<file path="config.mk">
export PLATFORM = sky130hd
export DESIGN_NAME = lsu_mem_ctrl
export DESIGN_NICKNAME = d
export VERILOG_FILES = /design/src/rtl/lsu_pkg.sv /design/src/rtl/lsu_decode.sv /design/src/rtl/lsu_mem_ctrl.sv
export SDC_FILE = /design/constraint.sdc
export NUM_CORES = 1
export LEC_CHECK = 0
export BUFFER_PORTS_ARGS = -buffer_cell sky130_fd_sc_hd__buf_2
export CORE_MARGIN = 1
export CORE_UTILIZATION = 47
export DETAILED_ROUTE_END_ITERATION = 10
export GPL_ROUTABILITY_DRIVEN = 0
export HOLD_SLACK_MARGIN = 0.12
export PLACE_DENSITY = 0.81
export SLEW_MARGIN = 20
export SYNTH_ARGS = -nofsm -noshare
export SYNTH_HDL_FRONTEND = slang
export SYNTH_HIERARCHICAL = 1
export SYNTH_SLANG_ARGS = --single-unit
</file>
<file path="constraint.sdc">
create_clock -name clk -period 5 [get_ports clk]
set_input_delay 1 -clock clk [delete_from_list [all_inputs] [get_ports clk]]
set_output_delay 1 -clock clk [all_outputs]
set_load 0.02 [all_outputs]
</file>
<file path="src/rtl/lsu_pkg.sv">
// Shared definitions for the load/store control stage: data-memory size codes,
// funct3 encodings, fault codes, FSM states and a saturating counter helper.
package lsu_pkg;

  localparam logic [1:0] BYTE     = 2'b00;
  localparam logic [1:0] HALFWORD = 2'b01;
  localparam logic [1:0] WORD     = 2'b10;

  localparam logic [2:0] F3_B  = 3'b000;
  localparam logic [2:0] F3_H  = 3'b001;
  localparam logic [2:0] F3_W  = 3'b010;
  localparam logic [2:0] F3_BU = 3'b100;
  localparam logic [2:0] F3_HU = 3'b101;

  localparam int unsigned STAT_W = 16;

  typedef enum logic [1:0] {
    FLT_NONE     = 2'b00,
    FLT_MISALIGN = 2'b01,
    FLT_RANGE    = 2'b10,
    FLT_ILLEGAL  = 2'b11
  } fault_t;

  typedef enum logic [1:0] {
    IDLE   = 2'b00,
    ACCESS = 2'b01,
    RESP   = 2'b10
  } state_t;

  function automatic logic [STAT_W-1:0] sat_inc(input logic [STAT_W-1:0] v);
    return (v == {STAT_W{1'b1}}) ? v : v + 1'b1;
  endfunction

endpackage

</file>
<file path="src/rtl/lsu_decode.sv">
// Combinational funct3/address decode: access size, sign extension and the
// highest-priority fault (illegal > misaligned > out of range).
module lsu_decode
  import lsu_pkg::*;
#(
  parameter int unsigned MEM_DEPTH = 512
) (
  input  logic        is_store,
  input  logic [2:0]  funct3,
  input  logic [31:0] addr,
  output logic [1:0]  size,
  output logic        signext,
  output fault_t      fault
);

  logic        legal;
  logic        misaligned;
  logic [32:0] nbytes;
  logic [32:0] end_addr;

  // NOTE: every always_comb output gets a default before the case so no path
  // leaves it unassigned, which would otherwise infer a latch.
  always_comb begin
    size    = BYTE;
    signext = 1'b0;
    legal   = 1'b1;
    case (funct3)
      F3_B:  begin size = BYTE;     signext = ~is_store; end
      F3_H:  begin size = HALFWORD; signext = ~is_store; end
      F3_W:  size = WORD;
      F3_BU: if (is_store) legal = 1'b0; else size = BYTE;
      F3_HU: if (is_store) legal = 1'b0; else size = HALFWORD;
      default: legal = 1'b0;
    endcase
  end

  always_comb begin
    nbytes     = 33'd1;
    misaligned = 1'b0;
    case (size)
      HALFWORD: begin nbytes = 33'd2; misaligned = addr[0];          end
      WORD:     begin nbytes = 33'd4; misaligned = (addr[1:0] != 2'b00); end
      default:  ;
    endcase
  end

  // One extra bit so addresses near 2^32 cannot wrap back into range.
  assign end_addr = {1'b0, addr} + nbytes;

  always_comb begin
    if (!legal)                            fault = FLT_ILLEGAL;
    else if (misaligned)                   fault = FLT_MISALIGN;
    else if (end_addr > 33'(MEM_DEPTH))    fault = FLT_RANGE;
    else                                   fault = FLT_NONE;
  end

endmodule

</file>
<file path="src/rtl/lsu_mem_ctrl.sv">
// Load/store control stage in front of the byte-addressed data memory.
// Optional LSU_STATS_EN adds saturating load/store/fault completion counters.
module lsu_mem_ctrl
  import lsu_pkg::*;
#(
  parameter int unsigned ADDR_W    = 9,
  parameter int unsigned MEM_DEPTH = 512,
  parameter int unsigned DATA_W    = 32
) (
  input  logic              clk,
  input  logic              rst_n,
  input  logic              req_valid,
  output logic              req_ready,
  input  logic              req_is_store,
  input  logic [2:0]        req_funct3,
  input  logic [31:0]       req_addr,
  input  logic [DATA_W-1:0] req_wdata,
  input  logic [4:0]        req_rd,
  output logic              dm_enable,
  output logic              dm_rw,
  output logic              dm_signext,
  output logic [1:0]        dm_size,
  output logic [ADDR_W-1:0] dm_addr,
  output logic [DATA_W-1:0] dm_wdata,
  input  logic [DATA_W-1:0] dm_rdata,
  output logic              wb_valid,
  input  logic              wb_ready,
  output logic              wb_we,
  output logic [4:0]        wb_rd,
  output logic [DATA_W-1:0] wb_data,
  output logic [1:0]        wb_fault
`ifdef LSU_STATS_EN
  ,
  output logic [STAT_W-1:0] stat_loads,
  output logic [STAT_W-1:0] stat_stores,
  output logic [STAT_W-1:0] stat_faults
`endif
);

  state_t     state, state_next;
  logic [1:0] dec_size;
  logic       dec_signext;
  fault_t     dec_fault;
  logic       is_store_q;

  lsu_decode #(.MEM_DEPTH(MEM_DEPTH)) u_decode (
    .is_store (req_is_store),
    .funct3   (req_funct3),
    .addr     (req_addr),
    .size     (dec_size),
    .signext  (dec_signext),
    .fault    (dec_fault)
  );

  // NOTE: sequential state uses non-blocking assignments so every register
  // samples pre-edge values regardless of statement order.
  always_ff @(posedge clk) begin
    if (!rst_n) state <= IDLE;
    else        state <= state_next;
  end

  always_comb begin
    state_next = state;
    case (state)
      IDLE:    if (req_valid) state_next = (dec_fault == FLT_NONE) ? ACCESS : RESP;
      ACCESS:  state_next = RESP;
      RESP:    if (wb_ready) state_next = IDLE;
      default: state_next = IDLE;
    endcase
  end

  assign req_ready = (state == IDLE);
  assign wb_valid  = (state == RESP);

  // Faulted requests skip ACCESS and leave the dm_* fields untouched.
  always_ff @(posedge clk) begin
    if (!rst_n) begin
      dm_enable  <= 1'b0;
      dm_rw      <= 1'b0;
      dm_signext <= 1'b0;
      dm_size    <= BYTE;
      dm_addr    <= '0;
      dm_wdata   <= '0;
      wb_we      <= 1'b0;
      wb_rd      <= '0;
      wb_data    <= '0;
      wb_fault   <= FLT_NONE;
      is_store_q <= 1'b0;
    end else begin
      dm_enable <= 1'b0;
      case (state)
        IDLE: if (req_valid) begin
          wb_rd      <= req_rd;
          wb_fault   <= dec_fault;
          wb_data    <= '0;
          is_store_q <= req_is_store;
          if (dec_fault == FLT_NONE) begin
            dm_enable  <= 1'b1;
            dm_rw      <= req_is_store;
            dm_signext <= dec_signext;
            dm_size    <= dec_size;
            dm_addr    <= req_addr[ADDR_W-1:0];
            dm_wdata   <= req_wdata;
            wb_we      <= ~req_is_store & (req_rd != 5'd0);
          end else begin
            wb_we <= 1'b0;
          end
        end
        ACCESS:  wb_data <= dm_rw ? '0 : dm_rdata;
        default: ;
      endcase
    end
  end

`ifdef LSU_STATS_EN
  always_ff @(posedge clk) begin
    if (!rst_n) begin
      stat_loads  <= '0;
      stat_stores <= '0;
      stat_faults <= '0;
    end else if (wb_valid && wb_ready) begin
      if (wb_fault != FLT_NONE) stat_faults <= sat_inc(stat_faults);
      else if (is_store_q)      stat_stores <= sat_inc(stat_stores);
      else                      stat_loads  <= sat_inc(stat_loads);
    end
  end
`endif

endmodule

</file>
==> flow_summary.json <==
{
  "clockBufferDepth": 2,
  "synthFlopType": "dfxtp_1",
  "total_power_mw": 1.38,
  "cts_tree": "built",
  "drt-pass1-iter-count": 4,
  "worst_pin_slew_ns": 0.874,
  "run_status": "complete, no violations",
  "crit_family": "compound AO/OA/AOI/OAI gates",
  "hpwl_um": 7600,
  "endpoint_kind": "register",
  "syn-cell-area_um2": 4130,
  "cts_buffers": 9,
  "clockRootBuffer": "clkbuf_8",
  "wl_per_cell_um": 13.3,
  "grt_pass1_wl_um": 15700,
  "ys_ff_latch": 88,
  "critPathRequiredTime_ns": 5.27,
  "wl_um": 10200,
  "clock_skew_ns": 0.0120,
  "drive_gt1_share_pct": 33.6,
  "area_growth_pct": 30.0,
  "initial_utilization_pct": 49.5,
  "netlist_instances": 471,
  "synth_nets": 588,
  "fmax_ghz": 0.222,
  "avgSynthCellArea_um2": 8.76,
  "io_buffers": 196,
  "crit_fanout": 47,
  "fin_nets": 770,
  "fin_tns_setup_ns": 0,
  "critPathKind": "in -> reg",
  "drv_slew": 0,
  "clk_pin_slew_ns": 0.09,
  "ctsHoldBuffers": 0,
  "antenna_found_initial": 0,
  "synth_edf_count": 0,
  "die_y_um": 95.7,
  "seq_area_frac_synth_pct": 42.7,
  "drtAntennaViolNets": 0,
  "arrival_ns": 4.78,
  "ir_worst_vdd_uv": 157,
  "critPathMaxStageDelay_ns": 0.42,
  "setup_violations": 0,
  "drt_iter0_drc": 134,
  "grt_pass1_vias": 3594,
  "crit_buf_inv": 2,
  "ctsResizeCount": 0,
  "finalCritPeriodShare_pct": 90.2,
  "fillers": 758,
  "core_area_um2": 8340,
  "crit_chain": "buf_2 > a211o_1 > ha_1 > ha_1 > fa_1 > a21oi_1 > nor4_1 > a311o_1 > nand2_1 > o21ai_0 > a211oi_1 > a32oi_1 > nor3_4 > buf_12 > mux2i_1",
  "cap_violations": 0,
  "critPathSlowestCell": "fa_1",
  "rsz0062_at_grt": "false",
  "clk-insertion-delay-late_ns": 0.35,
  "synth_cell_types": 50,
  "period_minus_slack_ns": 4.51,
  "slew_headroom_pct": 41.6,
  "critPathMostFrequentCell": "ha_1",
  "power_density_nw_per_um2": 257,
  "rows": 33,
  "final_core_util_pct": 64.3,
  "dr_total_vias": 3987,
  "cts_setup_buffers": 0,
  "hold_viol": 0,
  "hp-class": "reg -> reg",
  "drt_drc_violations_left": 0,
  "startpoint_type": "primary input",
  "grt_usage_pct": 21.8,
  "die_x_um": 95.7,
  "cts_htree_levels": 3,
  "vias_per_cell": 5.23,
  "pin_count": 197,
  "p_leak_nw": 2.38,
  "yosysWarnings": 6,
  "clock_sinks": 88,
  "synthArstFlopShare_pct": 0,
  "grt_overflow_total": 0,
  "dieArea_um2": 9160,
  "grt_max_degree": 134,
  "diodes": 0
}
metrics by stage:
| step | hold WS, ns | worst slack [ns] | instances | cell area, um^2 |
|---|---|---|---|---|
| finish | 0.458 | 0.492 | 763 | 5360 |
| global route | 0.480 | 0.155 | 763 | 5360 |
| CTS | 0.461 | 0.504 | 763 | 5360 |
| detailed placement | 0.446 | 0.161 | 747 | 5150 |
| global placement | 0.439 | 0.358 | 747 | 5140 |
| floorplan | 0.533 | 0.716 | 471 | 4130 |
synth_stat cells, drive strengths merged (4+ instances only):
| cell | count | area, um^2 |
|---|---|---|
| nand2 | 116 | 435 |
| dfxtp | 88 | 1760 |
| mux2i | 48 | 480 |
| nor2b | 34 | 213 |
| a22oi | 32 | 240 |
| clkbuf | 20 | 75.1 |
| nor2 | 14 | 52.6 |
| a21oi | 12 | 60.1 |
| nor3 | 10 | 61.3 |
| a21boi | 8 | 60.1 |
| inv | 8 | 30.0 |
| buf | 7 | 61.3 |
| ha | 7 | 87.6 |
| nand3 | 7 | 35.0 |
| o21ai | 6 | 30.0 |
| a31oi | 5 | 31.3 |
| nand4 | 5 | 37.5 |
| and2 | 4 | 25.0 |
power breakdown:
part	switching [mW]	internal, mW	total [mW]	leakage [nW]
Sequential	0.00343	0.706	0.709	0.710
Combinational	0.0874	0.0655	0.153	1.56
Clock	0.265	0.252	0.517	0.109
routing by layer:
| metal | vias to the layer above | share of wire, % | GRT usage, % |
|---|---|---|---|
| met5 | - | 0 | 0 |
| met4 | 0 | 2.2 | 9.20 |
| met3 | 18 | 6.5 | 5.18 |
| met2 | 151 | 49 | 37.1 |
| met1 | 1813 | 43 | 26.1 |
| li1 | 2005 | - | - |
kinds of logic (layout without fill, tap and decap cells):
group / count (synthesis) / count (layout) / synth area share [%]
AND/OR/NAND/NOR: 208 / 208 / 24.6
flip-flops: 88 / 88 / 42.7
AO/OA/AOI/OAI: 82 / 82 / 14.0
multiplexers: 48 / 48 / 11.6
buffers and inverters: 35 / 222 / 4.03
adder cells (fa/ha/maj): 8 / 8 / 2.61
XOR/XNOR: 2 / 2 / 0.425
tightest hold or removal path, cell delays in order, from the launching register on:
cell and delay [ns]:
dfxtp_1 0.32, nand2_1 0.05, mux2i_1 0.05
cell usage in the layout (no fill, tap or decap), drive strengths merged, types with 8 or more instances in the layout:
master / instances
buf: 198
nand2: 116
dfxtp: 88
mux2i: 48
nor2b: 34
a22oi: 32
nor2: 14
a21oi: 12
inv: 11
clkbuf: 10
nor3: 10
a21boi: 8
sequential cells by signal, indices dropped and copies added, names as in the netlist:
name,flops
dm_addr,9
dm_signext,1
dm_size,2
dm_rw,1
wb_fault,2
wb_rd,5
dm_wdata,32
state,2
wb_we,1
wb_data,32
dm_enable,1
path summary, 6_finish.rpt:
check | start | endpoint | slack (ns) | cells past startpoint
worst min-delay path | dm_wdata[18] | dm_wdata[18] | 0.46 | 2
worst min register to register | dm_wdata[18] | dm_wdata[18] | 0.46 | 2
worst max register to register | state[0] | dm_wdata[28] | 3.21 | 4
worst max-delay path | req_is_store | dm_wdata[28] | 0.49 | 15
layout make-up:
| class | instances | area [um^2] | area share, % |
|---|---|---|---|
| Multi-Input combinational cell | 348 | 2210 | 41.3 |
| Sequential cell | 88 | 1760 | 32.9 |
| Timing Repair Buffer | 198 | 1010 | 18.9 |
| Clock buffer | 10 | 138 | 2.57 |
| Tap cell | 105 | 131 | 2.45 |
| Clock inverter | 6 | 72.6 | 1.35 |
| Inverter | 8 | 30.0 | 0.560 |
(Power assumes the default switching activity.)
